<file path="config.mk">
export PLATFORM = sky130hd
export DESIGN_NAME = mem_balancer
export DESIGN_NICKNAME = d
export VERILOG_FILES = /design/src/rtl/mem_balancer_pkg.sv /design/src/rtl/mem_balancer_pair_fifo.sv /design/src/rtl/mem_balancer.sv
export SDC_FILE = /design/constraint.sdc
export NUM_CORES = 2
export LEC_CHECK = 0
export ABC_AREA = 1
export BUFFER_PORTS_ARGS = -buffer_cell sky130_fd_sc_hd__clkbuf_2
export CAP_MARGIN = 20
export CELL_PAD_IN_SITES_DETAIL_PLACEMENT = 0
export CELL_PAD_IN_SITES_GLOBAL_PLACEMENT = 1
export CORE_ASPECT_RATIO = 1.75
export CORE_MARGIN = 1
export CORE_UTILIZATION = 44
export CTS_BUF_LIST = sky130_fd_sc_hd__clkbuf_2 sky130_fd_sc_hd__clkbuf_4 sky130_fd_sc_hd__clkbuf_8
export DETAILED_ROUTE_END_ITERATION = 12
export PLACE_DENSITY_LB_ADDON = 0.1
export SLEW_MARGIN = 30
export SYNTH_ARGS = -nofsm -noshare
export SYNTH_HDL_FRONTEND = slang
export SYNTH_SLANG_ARGS = --single-unit
</file>
<file path="constraint.sdc">
create_clock -name clk -period 8 [get_ports clk]
set_input_delay 1.6 -clock clk [delete_from_list [all_inputs] [get_ports clk]]
set_output_delay 1.6 -clock clk [all_outputs]
set_load 0.005 [all_outputs]
</file>
<file path="src/rtl/mem_balancer_pkg.sv">
// Shared definitions for the column-channel memory balancer:
// FSM state encoding, width helpers and derived sizes.
package mem_balancer_pkg;

    typedef logic [1:0] state_t;

    localparam state_t S_IDLE  = 2'd0;
    localparam state_t S_LOAD  = 2'd1;
    localparam state_t S_RUN   = 2'd2;
    localparam state_t S_DRAIN = 2'd3;

    function automatic int clog2(input int v);
        int r;
        r = 0;
        while ((1 << r) < v) r++;
        return r;
    endfunction

    function automatic int if_width_f(
        input int nch,
        input int bw,
        input int ov
    );
        return nch * (bw - ov) + ov;
    endfunction

    function automatic int entry_width_f(
        input int bw,
        input int dw
    );
        return 2 + 2 * bw * dw;
    endfunction

endpackage

</file>
<file path="src/rtl/mem_balancer_pair_fifo.sv">
// Small FIFO holding one lane pair's entries; output reads zero when empty.
// DEPTH must be a power of two and at least 2.
module pair_fifo
    import mem_balancer_pkg::*;
#(
    parameter int WIDTH = 8,
    parameter int DEPTH = 4
) (
    input  logic             clk_i,
    input  logic             rst_i,
    input  logic             push_i,
    input  logic [WIDTH-1:0] din_i,
    input  logic             pop_i,
    output logic [WIDTH-1:0] dout_o,
    output logic             full_o,
    output logic             empty_o
);

    localparam int AW = (DEPTH > 1) ? clog2(DEPTH) : 1;

    logic [AW:0]      wr_q;
    logic [AW:0]      rd_q;
    logic [WIDTH-1:0] mem_q [DEPTH];
    logic             do_push;
    logic             do_pop;

    assign empty_o = (wr_q == rd_q);
    assign full_o  = (wr_q[AW] != rd_q[AW]) &&
                     (wr_q[AW-1:0] == rd_q[AW-1:0]);

    // A pop frees the slot a same-cycle push needs when full.
    assign do_pop  = pop_i && !empty_o;
    assign do_push = push_i && (!full_o || do_pop);

    always_ff @(posedge clk_i or posedge rst_i) begin
        if (rst_i) begin
            wr_q <= '0;
            rd_q <= '0;
        end else begin
            if (do_push) wr_q <= wr_q + (AW+1)'(1);
            if (do_pop)  rd_q <= rd_q + (AW+1)'(1);
        end
    end

    always_ff @(posedge clk_i) begin
        if (do_push) mem_q[wr_q[AW-1:0]] <= din_i;
    end

    assign dout_o = empty_o ? '0 : mem_q[rd_q[AW-1:0]];

endmodule

</file>
<file path="src/rtl/mem_balancer.sv">
// Splits input rows into overlapping column windows and lets an idle
// channel lane carry its partner's blocks to balance remaining work.
module mem_balancer
    import mem_balancer_pkg::*;
#(
    parameter int DATA_WIDTH   = 8,
    parameter int BLOCK_WIDTH  = 10,
    parameter int OVERLAP      = 2,
    parameter int BLOCK_HEIGHT = 10,
    parameter int NUM_CH       = 4,
    parameter int NUM_BLOCK_H  = 4,
    parameter int FIFO_DEPTH   = 4,
    localparam int IF_WIDTH =
        if_width_f(NUM_CH, BLOCK_WIDTH, OVERLAP),
    localparam int NPAIR = NUM_CH / 2,
    localparam int EW =
        entry_width_f(BLOCK_WIDTH, DATA_WIDTH)
) (
    input  logic                            clk,
    input  logic                            rst,
    input  logic                            clk_en,
    input  logic                            start,
    input  logic [NUM_CH*NUM_BLOCK_H-1:0]   valid_map,
    input  logic [IF_WIDTH*DATA_WIDTH-1:0]  col_data,
    input  logic                            col_vld,
    output logic                            col_rdy,
    output logic [NPAIR*EW-1:0]             out_data,
    output logic [NPAIR-1:0]                out_vld,
    input  logic [NPAIR-1:0]                out_rdy,
    output logic                            busy,
    output logic                            done
);

    localparam int LW   = BLOCK_WIDTH * DATA_WIDTH;
    localparam int STEP = BLOCK_WIDTH - OVERLAP;
    localparam int NV   = NUM_CH * NUM_BLOCK_H;
    localparam int RW   = clog2(NUM_BLOCK_H + 1);
    localparam int CW   = clog2(NUM_CH);
    localparam int BIW  =
        (NUM_BLOCK_H > 1) ? clog2(NUM_BLOCK_H) : 1;
    localparam int HW   =
        (BLOCK_HEIGHT > 1) ? clog2(BLOCK_HEIGHT) : 1;
    localparam logic [HW-1:0]  ROW_LAST = HW'(BLOCK_HEIGHT - 1);
    localparam logic [BIW-1:0] BLK_LAST = BIW'(NUM_BLOCK_H - 1);

    state_t            state_q, state_d;
    logic [NV-1:0]     vmap_q, vmap_d;
    logic [RW-1:0]     rem_q [NUM_CH];
    logic [RW-1:0]     rem_d [NUM_CH];
    logic [NUM_CH-1:0] help_q, help_d;
    logic [HW-1:0]     row_q, row_d;
    logic [BIW-1:0]    blk_q, blk_d;
    logic              done_q, done_d;

    logic [LW-1:0]     win      [NUM_CH];
    logic [CW-1:0]     src      [NUM_CH];
    logic [LW-1:0]     lane_dat [NUM_CH];
    logic [NUM_CH-1:0] lane_vld;
    logic [RW:0]       dec      [NUM_CH];
    logic              upd_help;
    logic              accept;
    logic [NPAIR-1:0]  push, pop, full, empty;

    for (genvar c = 0; c < NUM_CH; c++) begin : g_win
        assign win[c] = col_data[
            (IF_WIDTH - c*STEP - BLOCK_WIDTH)*DATA_WIDTH +: LW];
    end

    // A helping lane takes its partner's window and valid bits.
    always_comb begin
        for (int c = 0; c < NUM_CH; c++) begin
            src[c] = help_q[c] ? CW'((c + NPAIR) % NUM_CH)
                               : CW'(c);
            lane_vld[c] = vmap_q[int'(src[c])*NUM_BLOCK_H
                                 + int'(blk_q)];
            lane_dat[c] = lane_vld[c] ? win[src[c]] : '0;
        end
    end

    assign col_rdy = clk_en && (state_q == S_RUN) && ~|full;
    assign accept  = col_vld && col_rdy;

    for (genvar p = 0; p < NPAIR; p++) begin : g_pair
        assign push[p] = accept &&
                         (lane_vld[p] || lane_vld[p+NPAIR]);
        assign pop[p]  = clk_en && out_rdy[p];
        assign out_vld[p] = ~empty[p];

        pair_fifo #(
            .WIDTH (EW),
            .DEPTH (FIFO_DEPTH)
        ) u_fifo (
            .clk_i   (clk),
            .rst_i   (rst),
            .push_i  (push[p]),
            .din_i   ({help_q[p], help_q[p+NPAIR],
                       lane_dat[p], lane_dat[p+NPAIR]}),
            .pop_i   (pop[p]),
            .dout_o  (out_data[p*EW +: EW]),
            .full_o  (full[p]),
            .empty_o (empty[p])
        );
    end

    always_comb begin
        state_d  = state_q;
        vmap_d   = vmap_q;
        help_d   = help_q;
        row_d    = row_q;
        blk_d    = blk_q;
        done_d   = 1'b0;
        upd_help = 1'b0;
        for (int c = 0; c < NUM_CH; c++) begin
            rem_d[c] = rem_q[c];
            dec[c]   = '0;
        end
        unique case (state_q)
            S_IDLE: begin
                if (start) begin
                    vmap_d  = valid_map;
                    state_d = S_LOAD;
                end
            end
            S_LOAD: begin
                for (int c = 0; c < NUM_CH; c++) begin
                    rem_d[c] = '0;
                    for (int b = 0; b < NUM_BLOCK_H; b++)
                        rem_d[c] = rem_d[c] +
                            RW'(vmap_q[c*NUM_BLOCK_H + b]);
                end
                row_d    = '0;
                blk_d    = '0;
                upd_help = 1'b1;
                state_d  = S_RUN;
            end
            S_RUN: begin
                if (accept && row_q == ROW_LAST) begin
                    for (int l = 0; l < NUM_CH; l++)
                        if (lane_vld[l])
                            dec[src[l]] = dec[src[l]] + (RW+1)'(1);
                    for (int c = 0; c < NUM_CH; c++)
                        rem_d[c] = ({1'b0, rem_q[c]} > dec[c]) ?
                            RW'({1'b0, rem_q[c]} - dec[c]) : '0;
                    row_d    = '0;
                    blk_d    = blk_q + BIW'(1);
                    upd_help = 1'b1;
                    if (blk_q == BLK_LAST) state_d = S_DRAIN;
                end else if (accept) begin
                    row_d = row_q + HW'(1);
                end
            end
            S_DRAIN: begin
                if (~|out_vld) begin
                    done_d  = 1'b1;
                    state_d = S_IDLE;
                end
            end
            default: state_d = S_IDLE;
        endcase
        // Help only when the partner is at least two blocks ahead.
        if (upd_help) begin
            for (int c = 0; c < NUM_CH; c++)
                help_d[c] = ((RW+1)'(rem_d[c]) + (RW+1)'(2)) <=
                    (RW+1)'(rem_d[(c + NPAIR) % NUM_CH]);
        end
    end

    always_ff @(posedge clk or posedge rst) begin
        if (rst) begin
            state_q <= S_IDLE;
            vmap_q  <= '0;
            help_q  <= '0;
            row_q   <= '0;
            blk_q   <= '0;
            done_q  <= 1'b0;
            for (int c = 0; c < NUM_CH; c++) rem_q[c] <= '0;
        end else if (clk_en) begin
            state_q <= state_d;
            vmap_q  <= vmap_d;
            help_q  <= help_d;
            row_q   <= row_d;
            blk_q   <= blk_d;
            done_q  <= done_d;
            for (int c = 0; c < NUM_CH; c++) rem_q[c] <= rem_d[c];
        end
    end

    assign busy = (state_q != S_IDLE);
    assign done = done_q;

endmodule

</file>
# Yosys cells after proc, flatten, opt, wreduce, memory -nomap -nowiden
# Memory sizes are Yosys's and may differ from the RTL's.
# Index checks and enable logic that the tools add are counted.
# classes
mux,93
n_eq_ne,16
order_cmp,20
bitwise,7
addsub,34
n_reduce_logical,37
# ops
operator,count
80-bit 2-to-1 mux,12
80-bit binary-select mux with 2-bit select,4
162-bit 2-to-1 mux,2
16-bit 2-to-1 mux,12
4-bit 2-to-1 mux,14
16-bit bitwise mux,3
4-bit binary-select mux with 2-bit select,4
4-bit demux with 2-bit select,4
12-bit one-hot mux with 2 select lines,1
"4-bit by 1-bit adder with 4-bit output, second input constant",5
4-bit by 2-bit adder with 5-bit output,4
"5-bit < comparator, second input constant",4
1-bit logical AND,18
2-bit 2-to-1 mux,9
"3-bit by 2-bit adder with 4-bit output, second input constant",4
16-bit bitwise AND,1
1-bit binary-select mux with 4-bit select,4
3-bit by 4-bit greater-than comparator with 1-bit output,4
4-bit by 3-bit <= comparator with 1-bit output,4
1-bit 2-to-1 mux,15
2-bit by 1-bit adder with 3-bit output,4
3-bit by 1-bit adder with 3-bit output,4
"3-bit by 1-bit adder with 3-bit output, second input constant",4
"3-bit >= comparator, second input constant",4
other kinds (29),63
# word_totals
n_memories,2
register_bits,53
ram_bits,1296
input_bits,295
# memory_table
memory,depth,width,rd,rd_clocked_by_memory_dff,wr,line_no,text
g_pair[0].u_fifo.mem_q,4,162,1,0,1,mem_balancer_pair_fifo.sv:23,logic [WIDTH-1:0] mem_q [DEPTH];
g_pair[1].u_fifo.mem_q,4,162,1,0,1,mem_balancer_pair_fifo.sv:23,

# Depth between registers and ports, before layout
# logic_depth
depth_word,40
mapped_depth,21
mapped_depth_nobuf,21

# Hierarchy
# A second synthesis with hierarchy kept.
# hier_totals
hier_cells,5533
area_unflattened_um2,59788.6
# modules_own_cells
mod,seq_area_each_um2,cells_per_inst,instances,area_each_um2
pair_fifo,19608.8,2131,2,26036.2
mem_balancer,1026.0,1271,1,7716.2

# Worst setup path before layout
# No wires, ideal clock.
# synth_path
path_kind,input-to-reg
from,input port clk_en
to,"memory g_pair[1].u_fifo.mem_q[0][0] (netlist name), enable pin"
stages,6
required_time_ns,7.314
path_slack_ns,-1.523
path_buffers,0
t_arrival_ns,8.837
setup_ns,0.686
cell_sequence,nand2_1 > inv_1 > nand3_4 > nor2_8 > o21ai_4 > nor2_1
# synth_between
elab_chain_len,7
elab_cells_between_ends,10
cone_classes,2 x mux; 8 x reduce/logical
# synth_rtl
element,line_no,text
"start, declared",mem_balancer.sv:21,"input logic clk_en,"
1-bit logical AND (2 in a row),mem_balancer.sv:80,assign col_rdy = clk_en && (state_q == S_RUN) && ~|full;
1-bit logical AND,mem_balancer.sv:81,assign accept = col_vld && col_rdy;
1-bit logical AND,mem_balancer.sv:84,assign push[p] = accept &&
1-bit logical AND (*),mem_balancer_pair_fifo.sv:33,assign do_push = push_i && (!full_o || do_pop);
1-bit 2-to-1 mux (*),mem_balancer_pair_fifo.sv:46,if (do_push) mem_q[wr_q[AW-1:0]] <= din_i;
1-bit 2-to-1 mux (implied by the code) (*),mem_balancer_pair_fifo.sv:46,
"end, declared",mem_balancer_pair_fifo.sv:23,
# Every way passes the cells marked *; elsewhere a longest branch is shown, timed or not.

# Final worst setup path
# layout_path
from,register g_pair[1].u_fifo.rd_q[1]
to,output port out_data[306]
# layout_between
elab_chain_len,2
elab_cells_between_ends,3
cone_classes,1 x eq/ne; 1 x mux; 1 x memory
# layout_rtl
element,line_no,text
"start, declared",mem_balancer_pair_fifo.sv:22,logic [AW:0] rd_q;
"start signal, assigned",mem_balancer_pair_fifo.sv:41,if (do_pop) rd_q <= rd_q + (AW+1)'(1);
memory read 4 x 162 bit / 3-bit equality test (equally long branches),--,
162-bit 2-to-1 mux (*),mem_balancer_pair_fifo.sv:49,assign dout_o = empty_o ? '0 : mem_q[rd_q[AW-1:0]];
"end, declared",mem_balancer.sv:27,"output logic [NPAIR*EW-1:0] out_data,"
# Marks and branches as above.

==> impl_metrics.env <==
export IMPL_status="completed"
export IMPL_busiest_layer="met2"
export IMPL_syn_area_sq_um=58910
export IMPL_fin_crit_sh_pct=72.84
export IMPL_grt_met1_usage_pct=33.44
export IMPL_place_congestion=0.8248
export IMPL_dp_slack_ns=2.773
export IMPL_cts_root_buf="clkbuf_8"
export IMPL_startpoint_type="flop"
export IMPL_layout_drive_gt1_share_pct=18.25
export IMPL_wirelength_um=184300
export IMPL_io_buffers=623
export IMPL_via_per_inst=5.512
export IMPL_synthArstFlopShare_pct=3.929
export IMPL_ys_warn_count=0
export IMPL_post_dp_hpwl_um=113200
export IMPL_critPathCaptureType="output port"
export IMPL_setup_viol=0
export IMPL_fin_cells=7623
export IMPL_synth_edf_count=1296
export IMPL_io_pins=624
export IMPL_cp_max_fo=102
export IMPL_wire_per_inst_um=24.18
export IMPL_post_synth_cell_area_avg_sq_um=11.25
export IMPL_num_vias=42020
export IMPL_die_area_sq_um=135400
export IMPL_antenna_found_initial=36
export IMPL_required_ns=6.40
export IMPL_grt_pass1_vias=40340
export IMPL_clock_latency_ns=0.91
export IMPL_slew_viol_final=0
export IMPL_ys_ff_latch=1349
export IMPL_cts_htree_levels=4
export IMPL_rsz0062_at_grt="false"
export IMPL_synthDistinctLibCells=42
export IMPL_peakVddDrop_mv=0.2479
export IMPL_tightestPinTransition_ns=1.148
export IMPL_first_pass_iters=7
export IMPL_p_leak_uw=0.02635
export IMPL_skew_ns=0.05580
export IMPL_numCtsBuffers=195
export IMPL_hold_violations=0
export IMPL_initial_core_util_pct=44.33
export IMPL_path_class="flop to output port"
export IMPL_yosys_area_top_type="edfxtp_1"
export IMPL_cap_violations=0
export IMPL_drt_iter0_drc=2777
export IMPL_dieWidth_um=278.6
export IMPL_cts_resized_gates=0
export IMPL_use_met3_pct=7.350
export IMPL_postRouteAntennaNets=0
export IMPL_clock_path_buffers=3
export IMPL_syn_instance_count=5238
export IMPL_relSlewSlack_pct=23.46
export IMPL_grt_use_met2_pct=44.86
export IMPL_core_area_sq_um=132900
export IMPL_holdWs_ns=0.4950
export IMPL_synthesis_nets=5588
export IMPL_synth_flop_cell="edfxtp_1"
export IMPL_hp_class="flop to flop"
export IMPL_drc=0
export IMPL_grt_usage_pct=26.86
export IMPL_cts_tree="yes"
export IMPL_place_inst=7253
export IMPL_synth_area_leaders="edfxtp_1 (66%), o21ai_0 (6.1%), nor2_1 (5.9%)"
export IMPL_synth_top_area_share_pct=66.07
export IMPL_max_freq_ghz=0.1716
export IMPL_die_h_um=486.0
export IMPL_cts_hold_buf=0
export IMPL_area_growth_pct=14.26
export IMPL_clock_sinks=1349
export IMPL_grt_overflow_total=0
export IMPL_ys_seq_area_share_pct=68.32
export IMPL_clk_pin_slew_ns=0.08
export IMPL_fin_crit_ns=5.827
export IMPL_nNetsFinal=6104
export IMPL_power_density_nw_per_um2=408.4
export IMPL_rows=177
export IMPL_grt_pass1_wl_um=267800
export IMPL_fin_ws_ns=2.173
export IMPL_cts_setup_buffers=0
export IMPL_critPathArrivalTime_ns=4.23
export IMPL_tns_ns=0
export IMPL_grt_max_degree=182
cell usage in the layout, fill, tap and decap left out, types with 29 or more instances in the layout:
cell type,Yosys,final
dfrtp_1,53,47
edfxtp_1,1296,1296
nand2_1,478,477
o21ai_0,720,720
a21oi_1,75,75
clkinv_1,2,49
a211oi_1,255,244
nand3_1,29,29
buf_4,5,47
o22ai_1,325,325
ha_1,43,43
nor2_1,932,926
inv_1,536,531
clkbuf_8,0,197
clkbuf_2,0,623
clkbuf_4,0,72
stage by stage:
stage | area (sq um) | util [%] | power, uW
final | 67310 | 50.65 | 27480
after global routing | 67270 | 50.63 | 29240
after CTS | 67150 | 50.53 | 27760
after detailed placement | 63370 | 47.69 | 22330
after global placement | 63340 | 47.67 | 22180
after floorplan | 58910 | - | 16850
sequential cells by signal, summed over array words and instances, names as in the netlist:
name,cells
done,1
g_pair.u_fifo.wr_q,6
rem_q,12
row_q,4
blk_q,2
g_pair.u_fifo.mem_q,1296
help_q,4
vmap_q,16
state_q,2
g_pair.u_fifo.rd_q,6
logic make-up after synthesis:
family	after synthesis	share of synthesized area (%)
buffers and inverters	916	6.177
and+or+nand+nor	1496	10.00
adders and majority gates	55	1.321
xor gates and xnor gates	11	0.1635
AOI/OAI and AO/OA	1395	13.71
muxes	16	0.3059
DFF	1349	68.32
area by class of cell:
| class | count | area, sq um |
|---|---|---|
| timing repair buffer | 688 | 3852 |
| fill | 12040 | 65570 |
| inverter | 547 | 2087 |
| multi-input combinational | 2973 | 15160 |
| antenna | 15 | 37.54 |
| tap | 1700 | 2127 |
| sequential | 1349 | 40270 |
| clock inverter | 82 | 524.3 |
| clock buffer | 269 | 3252 |
metal layers:
metal | wire length [um] | share of wire, %
met1 | 73170 | 40
met2 | 89690 | 49
met3 | 15000 | 8.1
met4 | 6119 | 3.3
met5 | 309 | 0.17
critical path, cell delays in order, from the launching register on:
cell and delay, ns:
dfrtp_4 0.79, inv_4 0.71, buf_12 0.43, o21ai_0 0.18, o22ai_1 0.53, nand2_1 0.29
inv_1 0.12, clkbuf_2 0.12
path summary, 6_finish.rpt:
kind | end | cells after the start | start | slack, ns
setup / recovery | out_data[306] | 7 | g_pair[1].u_fifo.rd_q[1] | 2.17
min in group asynchronous | help_q[0] | 3 | rst | 0.92
hold / removal | g_pair[0].u_fifo.wr_q[2] | 1 | g_pair[0].u_fifo.wr_q[2] | 0.50
setup reg to reg | g_pair[1].u_fifo.mem_q[2][65] | 10 | g_pair[1].u_fifo.rd_q[1] | 3.03
max in group asynchronous | g_pair[1].u_fifo.rd_q[1] | 3 | rst | 6.49
hold reg to reg | g_pair[0].u_fifo.wr_q[2] | 1 | g_pair[0].u_fifo.wr_q[2] | 0.50
synth_stat cells, types with 19 or more instances:
library cell,count
a211oi_1,255
nand4_1,19
nor2_1,932
nand3_1,29
ha_1,43
inv_1,536
o22ai_1,325
clkbuf_1,241
a21oi_1,75
edfxtp_1,1296
buf_2,109
o21ai_0,720
dfrtp_1,53
nand2_1,478
report_power, final:
group / internal (uW) / switching (uW)
logic: 3590 / 8710
clock network: 2790 / 2620
registers: 9300 / 477
total: 15700 / 11800
(Power assumes the default switching activity.)
